File: src/rtl/vga_pkg.sv
// Default 640x480 @ 72 Hz display timing and the shared coordinate type.
package vga_pkg;

  typedef logic [11:0] coord_t;

  localparam int unsigned DEF_H_VISIBLE = 640;
  localparam int unsigned DEF_H_FP      = 24;
  localparam int unsigned DEF_H_SYNC    = 40;
  localparam int unsigned DEF_H_BP      = 128;
  localparam int unsigned DEF_H_TOTAL   = DEF_H_VISIBLE + DEF_H_FP + DEF_H_SYNC + DEF_H_BP;

  localparam int unsigned DEF_V_VISIBLE = 480;
  localparam int unsigned DEF_V_FP      = 9;
  localparam int unsigned DEF_V_SYNC    = 3;
  localparam int unsigned DEF_V_BP      = 28;
  localparam int unsigned DEF_V_TOTAL   = DEF_V_VISIBLE + DEF_V_FP + DEF_V_SYNC + DEF_V_BP;

  localparam logic DEF_H_SYNC_POL = 1'b0;
  localparam logic DEF_V_SYNC_POL = 1'b0;

endpackage

File: src/rtl/vga_axis_counter.sv
// One display axis: wrapping position counter with visible and sync-window decode.
// Latency: count updates on the clock after inc; decodes are combinational. No backpressure.
module vga_axis_counter
  import vga_pkg::*;
#(
  parameter int unsigned VISIBLE = DEF_H_VISIBLE,
  parameter int unsigned FP      = DEF_H_FP,
  parameter int unsigned SYNC    = DEF_H_SYNC,
  parameter int unsigned BP      = DEF_H_BP
) (
  input  logic   clk,
  input  logic   rst_n,
  input  logic   inc,
  output coord_t count,
  output logic   wrap,
  output logic   visible,
  output logic   sync_window
);

  localparam coord_t TOTAL_M1   = coord_t'(VISIBLE + FP + SYNC + BP - 1);
  localparam coord_t SYNC_START = coord_t'(VISIBLE + FP);
  localparam coord_t SYNC_END   = coord_t'(VISIBLE + FP + SYNC - 1);
  localparam coord_t VIS_END    = coord_t'(VISIBLE);

  // Wrap by compare so the counter never reaches TOTAL.
  assign wrap = inc && (count == TOTAL_M1);

  always_ff @(posedge clk or negedge rst_n) begin
    if (!rst_n) begin
      count <= '0;
    end else if (wrap) begin
      count <= '0;
    end else if (inc) begin
      count <= count + coord_t'(1);
    end
  end

  assign visible     = (count < VIS_END);
  assign sync_window = (count >= SYNC_START) && (count <= SYNC_END);

endmodule

File: src/rtl/vga_timing_gen.sv
// Free-running VGA timing: pixel coordinates, syncs, video_on and a frame tick.
// Latency: all outputs registered one clock behind the counters. No backpressure.
module vga_timing_gen
  import vga_pkg::*;
#(
  parameter int unsigned H_VISIBLE  = DEF_H_VISIBLE,
  parameter int unsigned H_FP       = DEF_H_FP,
  parameter int unsigned H_SYNC     = DEF_H_SYNC,
  parameter int unsigned H_BP       = DEF_H_BP,
  parameter int unsigned V_VISIBLE  = DEF_V_VISIBLE,
  parameter int unsigned V_FP       = DEF_V_FP,
  parameter int unsigned V_SYNC     = DEF_V_SYNC,
  parameter int unsigned V_BP       = DEF_V_BP,
  parameter logic        H_SYNC_POL = DEF_H_SYNC_POL,
  parameter logic        V_SYNC_POL = DEF_V_SYNC_POL
) (
  input  logic   clk,
  input  logic   rst_n,
  output coord_t pixel_column,
  output coord_t pixel_row,
  output logic   video_on,
  output logic   hsync,
  output logic   vsync,
  output logic   frame_tick
);

  localparam coord_t TICK_ROW = coord_t'(V_VISIBLE);

  coord_t h_cnt;
  coord_t v_cnt;
  logic   h_wrap;
  logic   h_visible;
  logic   h_sync_win;
  logic   v_wrap_unused;
  logic   v_visible;
  logic   v_sync_win;

  vga_axis_counter #(
    .VISIBLE (H_VISIBLE),
    .FP      (H_FP),
    .SYNC    (H_SYNC),
    .BP      (H_BP)
  ) u_h_axis (
    .clk         (clk),
    .rst_n       (rst_n),
    .inc         (1'b1),
    .count       (h_cnt),
    .wrap        (h_wrap),
    .visible     (h_visible),
    .sync_window (h_sync_win)
  );

  vga_axis_counter #(
    .VISIBLE (V_VISIBLE),
    .FP      (V_FP),
    .SYNC    (V_SYNC),
    .BP      (V_BP)
  ) u_v_axis (
    .clk         (clk),
    .rst_n       (rst_n),
    .inc         (h_wrap),
    .count       (v_cnt),
    .wrap        (v_wrap_unused),
    .visible     (v_visible),
    .sync_window (v_sync_win)
  );

  // Syncs idle at the inverse of their asserted level, including in reset.
  always_ff @(posedge clk or negedge rst_n) begin
    if (!rst_n) begin
      pixel_column <= '0;
      pixel_row    <= '0;
      video_on     <= 1'b0;
      hsync        <= ~H_SYNC_POL;
      vsync        <= ~V_SYNC_POL;
      frame_tick   <= 1'b0;
    end else begin
      pixel_column <= h_cnt;
      pixel_row    <= v_cnt;
      video_on     <= h_visible && v_visible;
      hsync        <= h_sync_win ^ ~H_SYNC_POL;
      vsync        <= v_sync_win ^ ~V_SYNC_POL;
      frame_tick   <= (h_cnt == '0) && (v_cnt == TICK_ROW);
    end
  end

endmodule

File: config.mk
export PLATFORM = sky130hd
export DESIGN_NAME = vga_timing_gen
export DESIGN_NICKNAME = d
export VERILOG_FILES = /design/src/rtl/vga_pkg.sv /design/src/rtl/vga_axis_counter.sv /design/src/rtl/vga_timing_gen.sv
export SDC_FILE = /design/constraint.sdc
export NUM_CORES = 1
export LEC_CHECK = 0
export ABC_AREA = 1
export BUFFER_PORTS_ARGS = -buffer_cell sky130_fd_sc_hd__buf_2
export CAP_MARGIN = 20
export CORE_ASPECT_RATIO = 0.7
export CORE_MARGIN = 10
export CORE_UTILIZATION = 45
export CTS_CLUSTER_DIAMETER = 150
export DETAILED_ROUTE_END_ITERATION = 10
export HOLD_SLACK_MARGIN = 0.12
export PLACE_DENSITY = 0.75
export SLEW_MARGIN = 30
export SYNTH_ARGS = -nofsm -noshare
export SYNTH_HDL_FRONTEND = slang
export SYNTH_SLANG_ARGS = --single-unit
export TNS_END_PERCENT = 100
File: constraint.sdc
create_clock -name clk -period 4.2 [get_ports clk]
set_input_delay 1.05 -clock clk [delete_from_list [all_inputs] [get_ports clk]]
set_output_delay 1.05 -clock clk [all_outputs]
set_load 0.02 [all_outputs]
* Word-level counts from Yosys, hierarchy flattened
Index checks and enable logic that the tools add are counted.
** Word-level totals
- Register bits :: 52
- Bits in latches :: 0
- RAM bits :: 0
- Bits in read-only memories :: 0
- Bits of input ports :: 2
- Output and inout port bits :: 28
- Word-level logic and storage cells :: 31
- Memories :: 0
** Operators by class
- $add $sub $neg :: 2
- Multiply operators :: 0
- Div/mod/pow operators :: 0
- Magnitude comparators :: 6
- Equality and inequality tests :: 3
- Shift operators :: 0
- Multiplexer cells :: 3
- Bitwise logic cells :: 2
- Reductions and logical operators :: 7
** Operators with widths (count)
- $mux W12 :: 3
- $add A12 B1 Y12 const B :: 2
- $eq A12 B10 Y1 const B :: 2
- $eq A12 B9 Y1 const B :: 1
- $ge A12 B10 Y1 const B :: 1
- $ge A12 B9 Y1 const B :: 1
- $le A12 B10 Y1 const B :: 1
- $le A12 B9 Y1 const B :: 1
- $logic_not A12 Y1 :: 1
- $lt A12 B10 Y1 const B :: 1
- $lt A12 B9 Y1 const B :: 1
- $logic_and A1 B1 Y1 :: 5
- $not A1 Y1 :: 2
- $reduce_bool A2 Y1 :: 1

* Logic depth before layout (Yosys ltp)
- Depth after elaboration :: 3
- Depth in mapped cells :: 9
- Depth with buffers taken out :: 9

* Cells and area by module
From an unflattened synthesis, not the netlist that was laid out.
** Unflattened totals
- Cell total of the unflattened synthesis :: 265
- Area, all modules :: 2366.0 sq um
** By module, submodules not included
- vga_timing_gen :: instances 1, cells each 57, area each 819.5 sq um, seq. area each 703.2 sq um
- vga_axis_counter at u_v_axis :: instances 1, cells each 107, area each 795.8 sq um, seq. area each 300.3 sq um
- vga_axis_counter at u_h_axis :: instances 1, cells each 101, area each 750.7 sq um, seq. area each 300.3 sq um

* Worst setup path after synthesis
OpenSTA, ideal clock, no wires.
- Path type :: register -> output
- Start point :: register hsync
- End point :: output hsync
- Data arrival time :: 0.554 ns
- Required time :: 3.150 ns
- Setup slack :: 2.596 ns
- Stages on the path, launching flop included :: 1
- Path buffers :: 0
- Cell sequence :: dfstp_2
** RTL lines
- start, declared :: RTL line vga_timing_gen.sv:22 : output logic hsync,
- start signal, assigned :: RTL line vga_timing_gen.sv:74 : hsync <= ~H_SYNC_POL;
- start signal, assigned :: RTL line vga_timing_gen.sv:81 : hsync <= h_sync_win ^ ~H_SYNC_POL;
No word-level cell between the ends.

* Final worst setup path
- Start point :: register vsync
- End point :: output vsync
** RTL lines
- start, declared :: RTL line vga_timing_gen.sv:23 : output logic vsync,
- start signal, assigned :: RTL line vga_timing_gen.sv:75 : vsync <= ~V_SYNC_POL;
- start signal, assigned :: RTL line vga_timing_gen.sv:82 : vsync <= v_sync_win ^ ~V_SYNC_POL;
No word-level cell between the ends.

==> flow_summary_export.csv <==
group,metric,value,unit
worst_hold_path,hold_path.class,"register to register",
yosys,synth_area,2273,sq um
yosys,postSynthAreaPerCell,9.167,sq um
global_route,grt_max_degree,30,
critical_path,crit_path_max_fanout,1,
floorplan,dieHeight,79.47,um
timing,setup_viol_count_final,0,
routing,vias,1704,
routing,drtIter0Drc,115,
routing,drt-total-wl,4.580,mm
yosys,synth_seq_cells,52,
power_and_ir_drop,power_density,301.4,nW/um^2
cells_and_area,fillCellCount,481,
yosys,synth_edf_count,0,
critical_path,end_kind,"output port",
global_route,grt_pass1_vias,1668,
critical_path,start_kind,"register",
cells_and_area,drive_above_1_share,16.20,%
cts,cts_num_sinks,52,
critical_path,crit_chain,"buf_2",
cts,hold_buffers,0,
placed_design,port-buffer-count,29,
floorplan,boundaryPins,30,
yosys,syn-num-nets,255,
cts,cts_tree,"built",
placed_design,placed_cells,346,
timing,max_freq,0.4932,GHz
timing,slew-limit-headroom,67.53,%
placed_design,dp.final_hpwl,3.459,mm
power_and_ir_drop,irDropWorstVdd,0.1330,mV
cells_and_area,diodes,0,
run_status,status,"complete, no violations",
timing,fin_crit,2.028,ns
routing,dr.pass1.iters,5,
yosys,synthCells,248,
yosys,synth.distinct_cells,26,
global_route,gr-usage-all-layers,11.93,%
cts,htreeDepth,2,
floorplan,die_width,105.0,um
cts,cts_buffers,5,
cells_and_area,layout.nets,291,
global_route,grt-ovfl-total,0,
cells_and_area,final_cell_mix,"nand2_1, dfrtp_1, inv_1",
cts,cts_buffer_depth,2,
routing,drc,0,
critical_path,slowest_stage,"dfstp_2",
floorplan,core,4835,sq um
critical_path,cp_top_family,"flip-flops",
timing,grt_setup_unrepaired,"false",
yosys,ys_seq_area_share,57.35,%
critical_path,critPathKind,"register to output port",
routing,ant_nets,0,
cts,clk_pin_slew_worst_paths,0.09,ns
critical_path,arrival,0.98,ns
critical_path,required,3.15,ns
placed_design,place_congestion,0.8881,
critical_path,crit_buf_inv,1,
global_route,grt_first_pass_wirelength,8.059,mm
cts,post_cts_buffers,0,
flow_run,cap_violations,0,
yosys,yosysWarnings,0,
floorplan,row_count,21,
cells_and_area,areaGrowthSynthToFinish,13.26,%
cts,cts_root_buf,"clkbuf_8",
cells_and_area,final_common_cell,"nand2_1",
global_route,antenna_found_initial,0,
yosys,ys.flop_type,"dfrtp_1",
timing,timing.final.crit_share,48.28,%
critical_path,slowest_delay,0.52,ns
routing,wl_per_cell,12.97,um
floorplan,dieArea,8341,sq um
timing,slew_viol_final,0,
power_and_ir_drop,p_leak,1.375,nW
cells_and_area,instances_no_fill,353,
timing,hold_viol,0,
yosys,async_reset_ff_share,100.0,%
cts,insertion_delay,0.30,ns
cts,cts_resized,0,
routing,vias_per_cell,4.827,
timing,finalSetupTns,0,ns
floorplan,start_util,47.02,%
timing,worst_pin_slew,0.4871,ns
timing,skew,0.002047,ns
[layout make-up]
| cell class | count | area [sq um] | area share, % |
|---|---|---|---|
| Tap cell | 69 | 86.33 | 3.353 |
| Sequential cell | 52 | 1304 | 50.63 |
| Inverter | 40 | 150.1 | 5.831 |
| Timing Repair Buffer | 30 | 152.6 | 5.928 |
| Clock inverter | 1 | 5.005 | 0.1944 |
| Multi-Input combinational cell | 155 | 804.5 | 31.24 |
| Clock buffer | 6 | 72.57 | 2.818 |
[kinds of logic (layout without fill, tap and decap cells)]
kind of cell	Yosys count	after routing	share of synthesized area, %
and+or+nand+nor	129	129	26.69
adders and majority gates	5	5	2.752
DFF	52	52	57.35
AOI/OAI and AO/OA	15	15	3.633
xor gates and xnor gates	6	6	2.311
buffers and inverters	41	77	7.264
[sequential cells by signal, indices dropped and copies added (netlist names)]
signal and flops:
vsync 1, hsync 1, pixel_column 12, u_h_axis.count 12, video_on 1, frame_tick 1
pixel_row 12, u_v_axis.count 12
[layer usage]
metal  share of wire [%]  track usage [%]  wire (um)  vias up
met1                  51            16.56       2322      782
met3                 9.1            4.597        415        8
met4                 1.9            5.055         86        0
met2                  38            16.02       1757       63
li1                    -                -          -      851
met5                   0                0          0        -
[synthesized netlist by cell type (2+ instances only)]
cell type | n | area share [%]
nand2_1 | 52 | 8.6
dfrtp_1 | 50 | 55
inv_1 | 40 | 6.6
nor2_1 | 30 | 5.0
nand3_1 | 16 | 3.5
nor3_1 | 11 | 2.4
nand4_1 | 8 | 2.2
o21ai_0 | 8 | 1.8
ha_1 | 5 | 2.8
xor2_1 | 5 | 1.9
a21oi_1 | 4 | 0.88
nand3b_1 | 3 | 0.99
dfstp_2 | 2 | 2.3
nand2_2 | 2 | 0.55
[path summary, 6_finish.rpt]
path                                              from                             end  slack (ns)  cells past startpoint
setup reg to reg           u_h_axis.count[0]$_DFF_PN0_  u_v_axis.count[11]$_DFFE_PN0P_        2.50                      8
min in group asynchronous                        rst_n       pixel_column[7]$_DFF_PN0_        0.69                      1
hold / removal             u_h_axis.count[8]$_DFF_PN0_       pixel_column[8]$_DFF_PN0_        0.41                      0
hold reg to reg            u_h_axis.count[8]$_DFF_PN0_       pixel_column[8]$_DFF_PN0_        0.41                      0
max in group asynchronous                        rst_n                 vsync$_DFF_PN1_        2.72                      2
setup / recovery                       vsync$_DFF_PN1_                           vsync        2.17                      1
[power by group]
part | internal, mW | switching, mW | total [mW]
Sequential | 0.500 | 0 | 0.500
Combinational | 0.000930 | 0.00894 | 0.00987
Clock | 0.114 | 0.152 | 0.266
[through the flow]
stage	worst slack, ns	instance area [sq um]	power (mW)	hold WS (ns)	utilization, %
after global routing	2.132	2575	0.8063	0.4183	53.26
after CTS	2.160	2575	0.7839	0.4139	53.26
after floorplan	2.596	2273	0.5103	0.3737	-
after detailed placement	2.319	2497	0.5210	0.3929	51.66
after global placement	2.339	2497	0.5207	0.3866	51.66
final	2.172	2575	0.7761	0.4106	53.26
No activity file was read; power rests on OpenSTA's default activity.
